## src/rtl/upi_payment_ctrl.sv

```systemverilog
// UPI payment controller: offers a transaction to the bank link, waits for a
// tagged response with timeout/retry, and reports approve/fail as one-cycle pulses.
module upi_payment_ctrl #(
    parameter int unsigned TIMEOUT_CYC = 16,
    parameter int unsigned MAX_RETRY   = 2
) (
    input  logic       clk,
    input  logic       rst_n,
    input  logic       pay_req,
    input  logic [7:0] amount,
    output logic       txn_valid,
    input  logic       txn_ready,
    output logic [7:0] txn_amount,
    output logic [7:0] txn_id,
    input  logic       resp_valid,
    input  logic       resp_ok,
    input  logic [7:0] resp_id,
    output logic       pay_done,
    output logic       pay_fail,
    output logic       busy
);

    localparam int unsigned TW = (TIMEOUT_CYC > 1) ? $clog2(TIMEOUT_CYC) : 1;
    localparam int unsigned RW = (MAX_RETRY > 0) ? $clog2(MAX_RETRY + 1) : 1;
    localparam logic [TW-1:0] TIMER_LAST = TW'(TIMEOUT_CYC - 1);
    localparam logic [RW-1:0] RETRY_MAX  = RW'(MAX_RETRY);

    typedef enum logic [2:0] {
        S_IDLE,
        S_SEND,
        S_WAIT_RESP,
        S_DONE,
        S_FAIL
    } state_t;

    state_t        r_state;
    logic [7:0]    r_amount;
    logic [7:0]    r_id;
    logic [TW-1:0] r_timer;
    logic [RW-1:0] r_retry;

    state_t        w_state_nxt;
    logic [7:0]    w_amount_nxt;
    logic [7:0]    w_id_nxt;
    logic [TW-1:0] w_timer_nxt;
    logic [RW-1:0] w_retry_nxt;
    logic          w_resp_match;

    assign w_resp_match = resp_valid && (resp_id == r_id);

    always_ff @(posedge clk or negedge rst_n) begin
        if (!rst_n) begin
            r_state  <= S_IDLE;
            r_amount <= '0;
            r_id     <= '0;
            r_timer  <= '0;
            r_retry  <= '0;
        end else begin
            r_state  <= w_state_nxt;
            r_amount <= w_amount_nxt;
            r_id     <= w_id_nxt;
            r_timer  <= w_timer_nxt;
            r_retry  <= w_retry_nxt;
        end
    end

    always_comb begin
        w_state_nxt  = r_state;
        w_amount_nxt = r_amount;
        w_id_nxt     = r_id;
        w_timer_nxt  = r_timer;
        w_retry_nxt  = r_retry;
        unique case (r_state)
            S_IDLE: begin
                if (pay_req) begin
                    if (amount != 8'd0) begin
                        w_amount_nxt = amount;
                        w_id_nxt     = r_id + 8'd1;
                        w_retry_nxt  = '0;
                        w_state_nxt  = S_SEND;
                    end else begin
                        w_state_nxt  = S_FAIL;
                    end
                end
            end
            S_SEND: begin
                if (txn_ready) begin
                    w_timer_nxt = '0;
                    w_state_nxt = S_WAIT_RESP;
                end
            end
            S_WAIT_RESP: begin
                // A matching response takes priority over a timeout in the same cycle.
                if (w_resp_match) begin
                    w_state_nxt = resp_ok ? S_DONE : S_FAIL;
                end else if (r_timer == TIMER_LAST) begin
                    if (r_retry < RETRY_MAX) begin
                        w_retry_nxt = r_retry + RW'(1);
                        w_state_nxt = S_SEND;
                    end else begin
                        w_state_nxt = S_FAIL;
                    end
                end else begin
                    w_timer_nxt = r_timer + TW'(1);
                end
            end
            S_DONE:  w_state_nxt = S_IDLE;
            S_FAIL:  w_state_nxt = S_IDLE;
            default: w_state_nxt = S_IDLE;
        endcase
    end

    assign txn_valid  = (r_state == S_SEND);
    assign txn_amount = r_amount;
    assign txn_id     = r_id;
    assign pay_done   = (r_state == S_DONE);
    assign pay_fail   = (r_state == S_FAIL);
    assign busy       = (r_state != S_IDLE);

endmodule

```

## config.mk

```make
export PLATFORM = sky130hd
export DESIGN_NAME = upi_payment_ctrl
export DESIGN_NICKNAME = d
export VERILOG_FILES = /design/src/rtl/upi_payment_ctrl.sv
export SDC_FILE = /design/constraint.sdc
export NUM_CORES = 1
export LEC_CHECK = 0
export BUFFER_PORTS_ARGS = -buffer_cell sky130_fd_sc_hd__buf_2
export CORE_UTILIZATION = 35
export CTS_CLUSTER_SIZE = 28
export DETAILED_ROUTE_END_ITERATION = 10
export GPL_ROUTABILITY_DRIVEN = 0
export RECOVER_POWER = 100
export SLEW_MARGIN = 0
export SYNTH_ARGS = -nofsm -noshare
export SYNTH_HDL_FRONTEND = slang
export SYNTH_SLANG_ARGS = --single-unit
```

## constraint.sdc

```tcl
create_clock -name clk -period 4.3 [get_ports clk]
set_input_delay 0.43 -clock clk [delete_from_list [all_inputs] [get_ports clk]]
set_output_delay 0.43 -clock clk [all_outputs]
set_load 0.01 [all_outputs]
```

==> qor.txt, run 1 <==
synthesized area - 1350 um2
Final ANT Viol Nets - 0
Port Buf Inserts - 41
cell family with most CP delay - simple AND/OR/NAND/NOR gates
final setup fails - 0
core area - 3660 um2
die height - 64.0 um
power per cell area - 596 nW/um2
Worst-Skew Late Latency - 0.27 ns
Area Overhead vs Synth - 19.0%
cts bufs inserted - 3
initial antenna violation count - 0
# IOs - 42
DRC viols - 0
CP Class - reg2reg
commonest non-fill, non-tap cell in the layout - dfrtp_1
maxcap violations - 0
worst clock skew - 0.00545 ns
reg2reg setup slack - 1.90 ns
FF+latch count, synth - 25
share of cells above drive strength 1 - 22.2%
Synth area leaders - dfrtp_1 47%, xnor2_1 8.5%, mux2_2 7.5%
cts repair resizes - 0
sequential area share after synthesis - 46.5%
FF-to-FF Start - txn_id[0]
first-pass GRT wire length - 4800 um
hold depth - 2
Hold Crit Endpoint - txn_amount[1]
headroom to the max-slew limit - 9.71%
worst slew pin tran - 1.35 ns
Setup Fix Bufs, Post-CTS - 0
Initial Util - 36.7%
Worst Path Buf+Inv - 0
slowest CP cell - nor3_1
outcome - finished, final reports clean
Synth area leader - dfrtp_1
H-tree depth - 1
warnings from Yosys - 0
final count of hold timing violations - 0
crit end category - register
Worst Path Required - 4.48 ns
Detailed Route WL - 2910 um
HP Start - amount[1]
startpoint types - register
most frequent cells in the layout - 25 x dfrtp_1, 21 x clkbuf_1, 20 x buf_2, 13 x xnor2_1
Post-Syn Instances - 126
CP Data Arrival Time - 2.58 ns
TritonCTS clock tree - yes
Post-CTS Hold Buffers - 0
die area - 4090 um2
Die X - 64.0 um
Clock Pin Slew Worst Setup and Hold Paths - 0.09 ns
WL per Instance - 13.5 um
CP Max Fanout - 13
Vias/cell - 5.16
fill count - 386
TritonCTS Sinks - 25
Iteration-0 DRC Markers - 33
worst r2r path cells - 5
share of the synthesized area in the top cell type - 46.5%
maximum VDD drop - 247 uV
Largest stage delay, worst path - 0.94 ns
max-slew violation count - 0
RSZ-0062 raised after global routing - no
GRT Total Usage - 15.0%
Max Root-Sink Buffers - 2
pin count of the biggest net entering global routing - 26
root buffer cell - clkbuf_8
Synth cell types - 35
WHS - 0.404 ns
crit-path cells - xnor2_1 -> nand4_1 -> nor3_1 -> o21ai_0 -> a211oi_1
nets@finish - 192
ant diodes - 0
Syn Area/Cell - 10.7 um2
Achievable Freq - 417 MHz
final setup TNS - 0 ns
vias in the first global route - 1108
Row Count - 22
DP HPWL - 2190 um
Tcrit/Tclk final - 55.8%
Pleak - 0.663 nW
syn nets - 150
drt pass-1 iters - 4
total congestion overflow - 0
Worst Hold Class - in2reg
crit path time final - 2.40 ns
DR vias - 1110
Critical R2R Capture - r_state[2]
==> cells by family (layout without fill, tap and decap cells) <==
| group | Yosys count | in the layout | share of synthesized area [%] |
|---|---|---|---|
| and+or+nand+nor | 46 | 46 | 19.2 |
| DFF | 25 | 25 | 46.5 |
| buffers and inverters | 9 | 50 | 3.81 |
| xor gates and xnor gates | 15 | 15 | 9.77 |
| muxes | 9 | 9 | 7.54 |
| AOI/OAI and AO/OA | 20 | 20 | 11.3 |
| adders and majority gates | 2 | 2 | 1.86 |
==> metrics by stage <==
stage          setup slack (ns)  instances  area [um2]  util [%]  total power, mW
2_1_floorplan              2.39        126        1350         -            0.702
3_3_place_gp               2.00        211        1580      43.1            0.824
3_5_place_dp               1.94        211        1580      43.1            0.839
4_1_cts                    1.94        215        1630      44.4            0.985
5_1_grt                    1.61        215        1600      43.7             1.03
6_report                   1.90        215        1600      43.7            0.955
==> per-layer routing <==
metal  global-route usage (%)  up-vias  wire length (um)
met5                        0        -                 0
met4                     3.69        0                31
met3                     3.75        4               140
met2                     26.7       29              1470
met1                     17.9      536              1260
li1                         -      541                 -
==> worst max-delay path by stage <==
| stage | from | to | slack (ns) | cells after the start |
|---|---|---|---|---|
| final | txn_id[0] | r_state[2] | 1.90 | 5 |
| after global routing | txn_id[0] | r_state[2] | 1.61 | 5 |
| after CTS | txn_id[0] | r_state[2] | 1.94 | 5 |
| after detailed placement | resp_id[3] | r_state[2] | 1.94 | 6 |
| after global placement | r_state[2] | txn_id[7] | 2.00 | 5 |
| after floorplan | r_state[2] | txn_amount[4] | 2.39 | 5 |
==> sequential cells by signal (all words and copies together) (netlist names) <==
name and cells:
r_state 3, r_retry 2, r_timer 4, txn_id 8
txn_amount 8
==> synthesized netlist by cell type <==
cell and instances:
a211o_1 1, a211oi_1 1, a211oi_4 1, a21boi_0 1, a21o_1 1, a21oi_1 2
a22o_1 1, a31oi_1 2, a32o_1 1, and3_1 2, and4_2 1, buf_2 2
buf_6 2, dfrtp_1 25, ha_1 2, inv_1 5, mux2_2 9, nand2_1 9
nand3_1 7, nand4_1 6, nor2_1 7, nor3_1 1, nor3b_1 1, nor3b_2 1
nor4_1 3, o211ai_1 4, o21ai_0 3, o22ai_1 1, o32ai_1 1, or3_1 4
or3b_2 1, or4_1 2, or4b_1 1, xnor2_1 13, xor2_1 2
==> report_power, final <==
part | internal [mW] | switching, mW
combinational | 0.180 | 0.214
sequential | 0.323 | 0.0966
clock | 0.0656 | 0.0755
==> cell type report <==
| cell class | count | area [um2] | share of cell area, % |
|---|---|---|---|
| Clock inverter | 1 | 7.51 | 0.469 |
| Tap cell | 48 | 60.1 | 3.75 |
| Multi-Input combinational cell | 92 | 668 | 41.8 |
| Sequential cell | 25 | 626 | 39.1 |
| Clock buffer | 3 | 41.3 | 2.58 |
| Timing Repair Buffer | 41 | 179 | 11.2 |
| Inverter | 5 | 18.8 | 1.17 |
(Power assumes the default switching activity.)
==> run 2, diff against run 1 <==
--- a/config.mk
+++ b/config.mk
@@ -5,6 +5,7 @@
 export SDC_FILE = /design/constraint.sdc
 export NUM_CORES = 1
 export LEC_CHECK = 0
+export ABC_AREA = 1
 export BUFFER_PORTS_ARGS = -buffer_cell sky130_fd_sc_hd__buf_2
 export CORE_UTILIZATION = 35
 export CTS_CLUSTER_SIZE = 28
==> constraint.sdc (replaced) <==
create_clock -name clk -period 2.1 [get_ports clk]
set_input_delay 0.21 -clock clk [delete_from_list [all_inputs] [get_ports clk]]
set_output_delay 0.21 -clock clk [all_outputs]
set_load 0.01 [all_outputs]
==> run 2 against run 1 <==
  * Sequential power rose by 110%
  * Routed wire length rose by 17%
  * Register-to-register slack lost 1.5 ns
  * Clock skew fell by 0.0017 ns
  * Via count increased by 30%
  * Synthesized cell count increased by 79%
  * Non-clock buffer count increased by 2
  * Cell area is 15% higher
  * Final cell count increased by 49%
  * Critical path type unchanged
  * Largest cell class unchanged
==> qor.txt, run 2 <==
share of cells above drive strength 1 - 13.7% (was 22.2%)
synth cell count leaders - 76 x nand2_1, 40 x inv_1, 25 x dfrtp_1 (was 25 x dfrtp_1, 13 x xnor2_1, 9 x mux2_2, 9 x nand2_1)
WL per Instance - 10.7 um (was 13.5 um)
Vias/cell - 4.50 (was 5.16)
cts repair resizes - 0 (unchanged)
# IOs - 42 (unchanged)
Critical R2R Capture - r_retry[0] (was r_state[2])
crit path time final - 1.71 ns (was 2.40 ns)
worst setup margin - 0.391 ns (was 1.90 ns)
WHS - 0.194 ns (was 0.404 ns)
max-slew violation count - 0 (unchanged)
crit path launch - r_state[2] (was txn_id[0])
warnings from Yosys - 0 (unchanged)
Syn Area/Cell - 6.97 um2 (was 10.7 um2)
sequential area share after synthesis - 39.9% (was 46.5%)
initial antenna violation count - 0 (unchanged)
Clock Pin Slew Worst Setup and Hold Paths - 0.09 ns (about the same)
hold depth - 3 (was 2)
Tcrit/Tclk final - 81.4% (was 55.8%)
Worst Path Required - 2.27 ns (was 4.48 ns)
worst slew pin tran - 1.39 ns (was 1.35 ns)
Post-Syn Instances - 225 (was 126)
maximum VDD drop - 563 uV (was 247 uV)
commonest non-fill, non-tap cell in the layout - nand2_1 (was dfrtp_1)
Pleak - 1.03 nW (was 0.663 nW)
DRC viols - 0 (unchanged)
worst clock skew - 0.00378 ns (was 0.00545 ns)
Synth area leader - dfrtp_1 (unchanged)
ys flop type - dfrtp_1 (unchanged)
worst r2r path cells - 8 (was 5)
die area - 4750 um2 (was 4090 um2)
FF-to-FF Start - r_state[2] (was txn_id[0])
pre-CTS WS - 0.518 ns (was 1.94 ns)
Iteration-0 DRC Markers - 32 (was 33)
Initial Util - 37.8% (was 36.7%)
Die X - 68.9 um (was 64.0 um)
final core utilization - 44.3% (was 43.7%)
Final ANT Viol Nets - 0 (unchanged)
ant diodes - 0 (unchanged)
power per cell area - 1230 nW/um2 (was 596 nW/um2)
nets@finish - 295 (was 192)
share of the synthesized area in the top cell type - 39.9% (was 46.5%)
first-pass GRT wire length - 6030 um (was 4800 um)
HP Start - pay_req (was amount[1])
TritonCTS clock tree - yes (unchanged)
GRT Total Usage - 17.4% (was 15.0%)
Worst-Skew Late Latency - 0.27 ns (about the same)
vias in the first global route - 1383 (was 1108)
Tot Pwr - 2.27 mW (was 0.955 mW)
Area Overhead vs Synth - 17.2% (was 19.0%)
count leader, synth - nand2_1 (was dfrtp_1)
final setup TNS - 0 ns (unchanged)
asr flop ratio synth - 100% (unchanged)
Achievable Freq - 585 MHz (was 417 MHz)
H-tree depth - 1 (unchanged)
CP Data Arrival Time - 1.88 ns (was 2.58 ns)
FF+latch count, synth - 25 (unchanged)
startpoint types - register (unchanged)
most frequent cells in the layout - 78 x nand2_1, 40 x inv_1, 25 x dfrtp_1, 24 x nor2_1, 22 x clkbuf_1 (was 25 x dfrtp_1, 21 x clkbuf_1, 20 x buf_2, 13 x xnor2_1)
Port Buf Inserts - 41 (unchanged)
TritonCTS Sinks - 25 (unchanged)
CP Class - reg2reg (unchanged)
crit end category - register (unchanged)
core area - 4140 um2 (was 3660 um2)
Synth cell types - 26 (was 35)
final setup fails - 0 (unchanged)
Detailed Route WL - 3410 um (was 2910 um)
synthesized area - 1570 um2 (was 1350 um2)
CP Max Fanout - 7 (was 13)
total congestion overflow - 0 (unchanged)
Hold Crit Endpoint - txn_id[7] (was txn_amount[1])
DR vias - 1440 (was 1110)
Worst Hold Class - in2reg (unchanged)
DP HPWL - 2660 um (was 2190 um)
Synth area leaders - dfrtp_1 40%, nand2_1 18%, inv_1 9.6% (was dfrtp_1 47%, xnor2_1 8.5%, mux2_2 7.5%)
syn nets - 249 (was 150)
drt pass-1 iters - 4 (unchanged)
reg2reg setup slack - 0.39 ns (was 1.90 ns)
final count of hold timing violations - 0 (unchanged)
die height - 68.9 um (was 64.0 um)
Post-synth EDFFs - 0 (unchanged)
RSZ-0062 raised after global routing - no (unchanged)
pin count of the biggest net entering global routing - 26 (unchanged)
root buffer cell - clkbuf_8 (unchanged)
maxcap violations - 0 (unchanged)
cts bufs inserted - 3 (unchanged)
Max Root-Sink Buffers - 2 (unchanged)
Setup Fix Bufs, Post-CTS - 0 (unchanged)
outcome - finished, final reports clean (unchanged)
headroom to the max-slew limit - 7.57% (was 9.71%)
Row Count - 23 (was 22)
Post-CTS Hold Buffers - 1 (was 0)
-- run 2: cell types whose count changed after synthesis, sizes merged, moves of 4 or more --
cell | before | now
nand2 | 9 | 81
inv | 5 | 42
nor2 | 7 | 25
xnor2 | 13 | 1
o21ai | 3 | 12
mux2 | 9 | 1
xor2 | 2 | 8
nand3 | 7 | 12
or3 | 4 | 0
-- run 2: critical path, cell delays in order, from the launching register on --
cell and delay [ns]:
dfrtp_1 0.43, nor2_1 0.20, nand2_1 0.11, nor2_1 0.18, nand2_1 0.23, a21oi_2 0.24, nand2_1 0.11, nand2_1 0.07
nand2_1 0.05
-- run 2: worst max-delay path by stage --
stage,end,cells after the start
6_report,r_retry[0],8
3_5_place_dp,r_retry[0],7
2_1_floorplan,txn_id[4],7
3_3_place_gp,txn_id[4],7
5_1_grt,r_state[1],12
4_1_cts,r_retry[0],7
-- run 2: area by class of cell --
cell class / instances / area [um2]
clock buffers: 4 / 45.0
fillers: 474 / 2310
inverters: 42 / 158
multi-input cells: 156 / 749
flip-flops and latches: 25 / 626
well taps: 50 / 62.6
repair buffers: 43 / 196
-- run 2: kinds of logic after synthesis --
| group | after synthesis | share of synthesized area (%) |
|---|---|---|
| DFF | 25 | 39.9 |
| adders and majority gates | 2 | 1.60 |
| buffers and inverters | 44 | 10.7 |
| AOI/OAI and AO/OA | 16 | 5.83 |
| and+or+nand+nor | 128 | 36.2 |
| muxes | 1 | 0.718 |
| xor gates and xnor gates | 9 | 5.03 |
-- run 2: stage by stage --
step	instances	instance area, um2
floorplan	225	1570
global placement	315	1830
detailed placement	315	1830
CTS	320	1890
global route	320	1840
finish	320	1840
-- run 2: per-layer routing --
layer	up-vias	track usage, %	wire [um]
met1	636	21.8	1630
met3	5	2.80	134
met5	-	0	0
met2	29	29.6	1590
li1	770	-	-
met4	0	6.63	53
-- run 2: power breakdown --
part / internal (mW) / switching [mW]
sequential: 0.675 / 0.200
clock: 0.136 / 0.155
combinational: 0.395 / 0.704
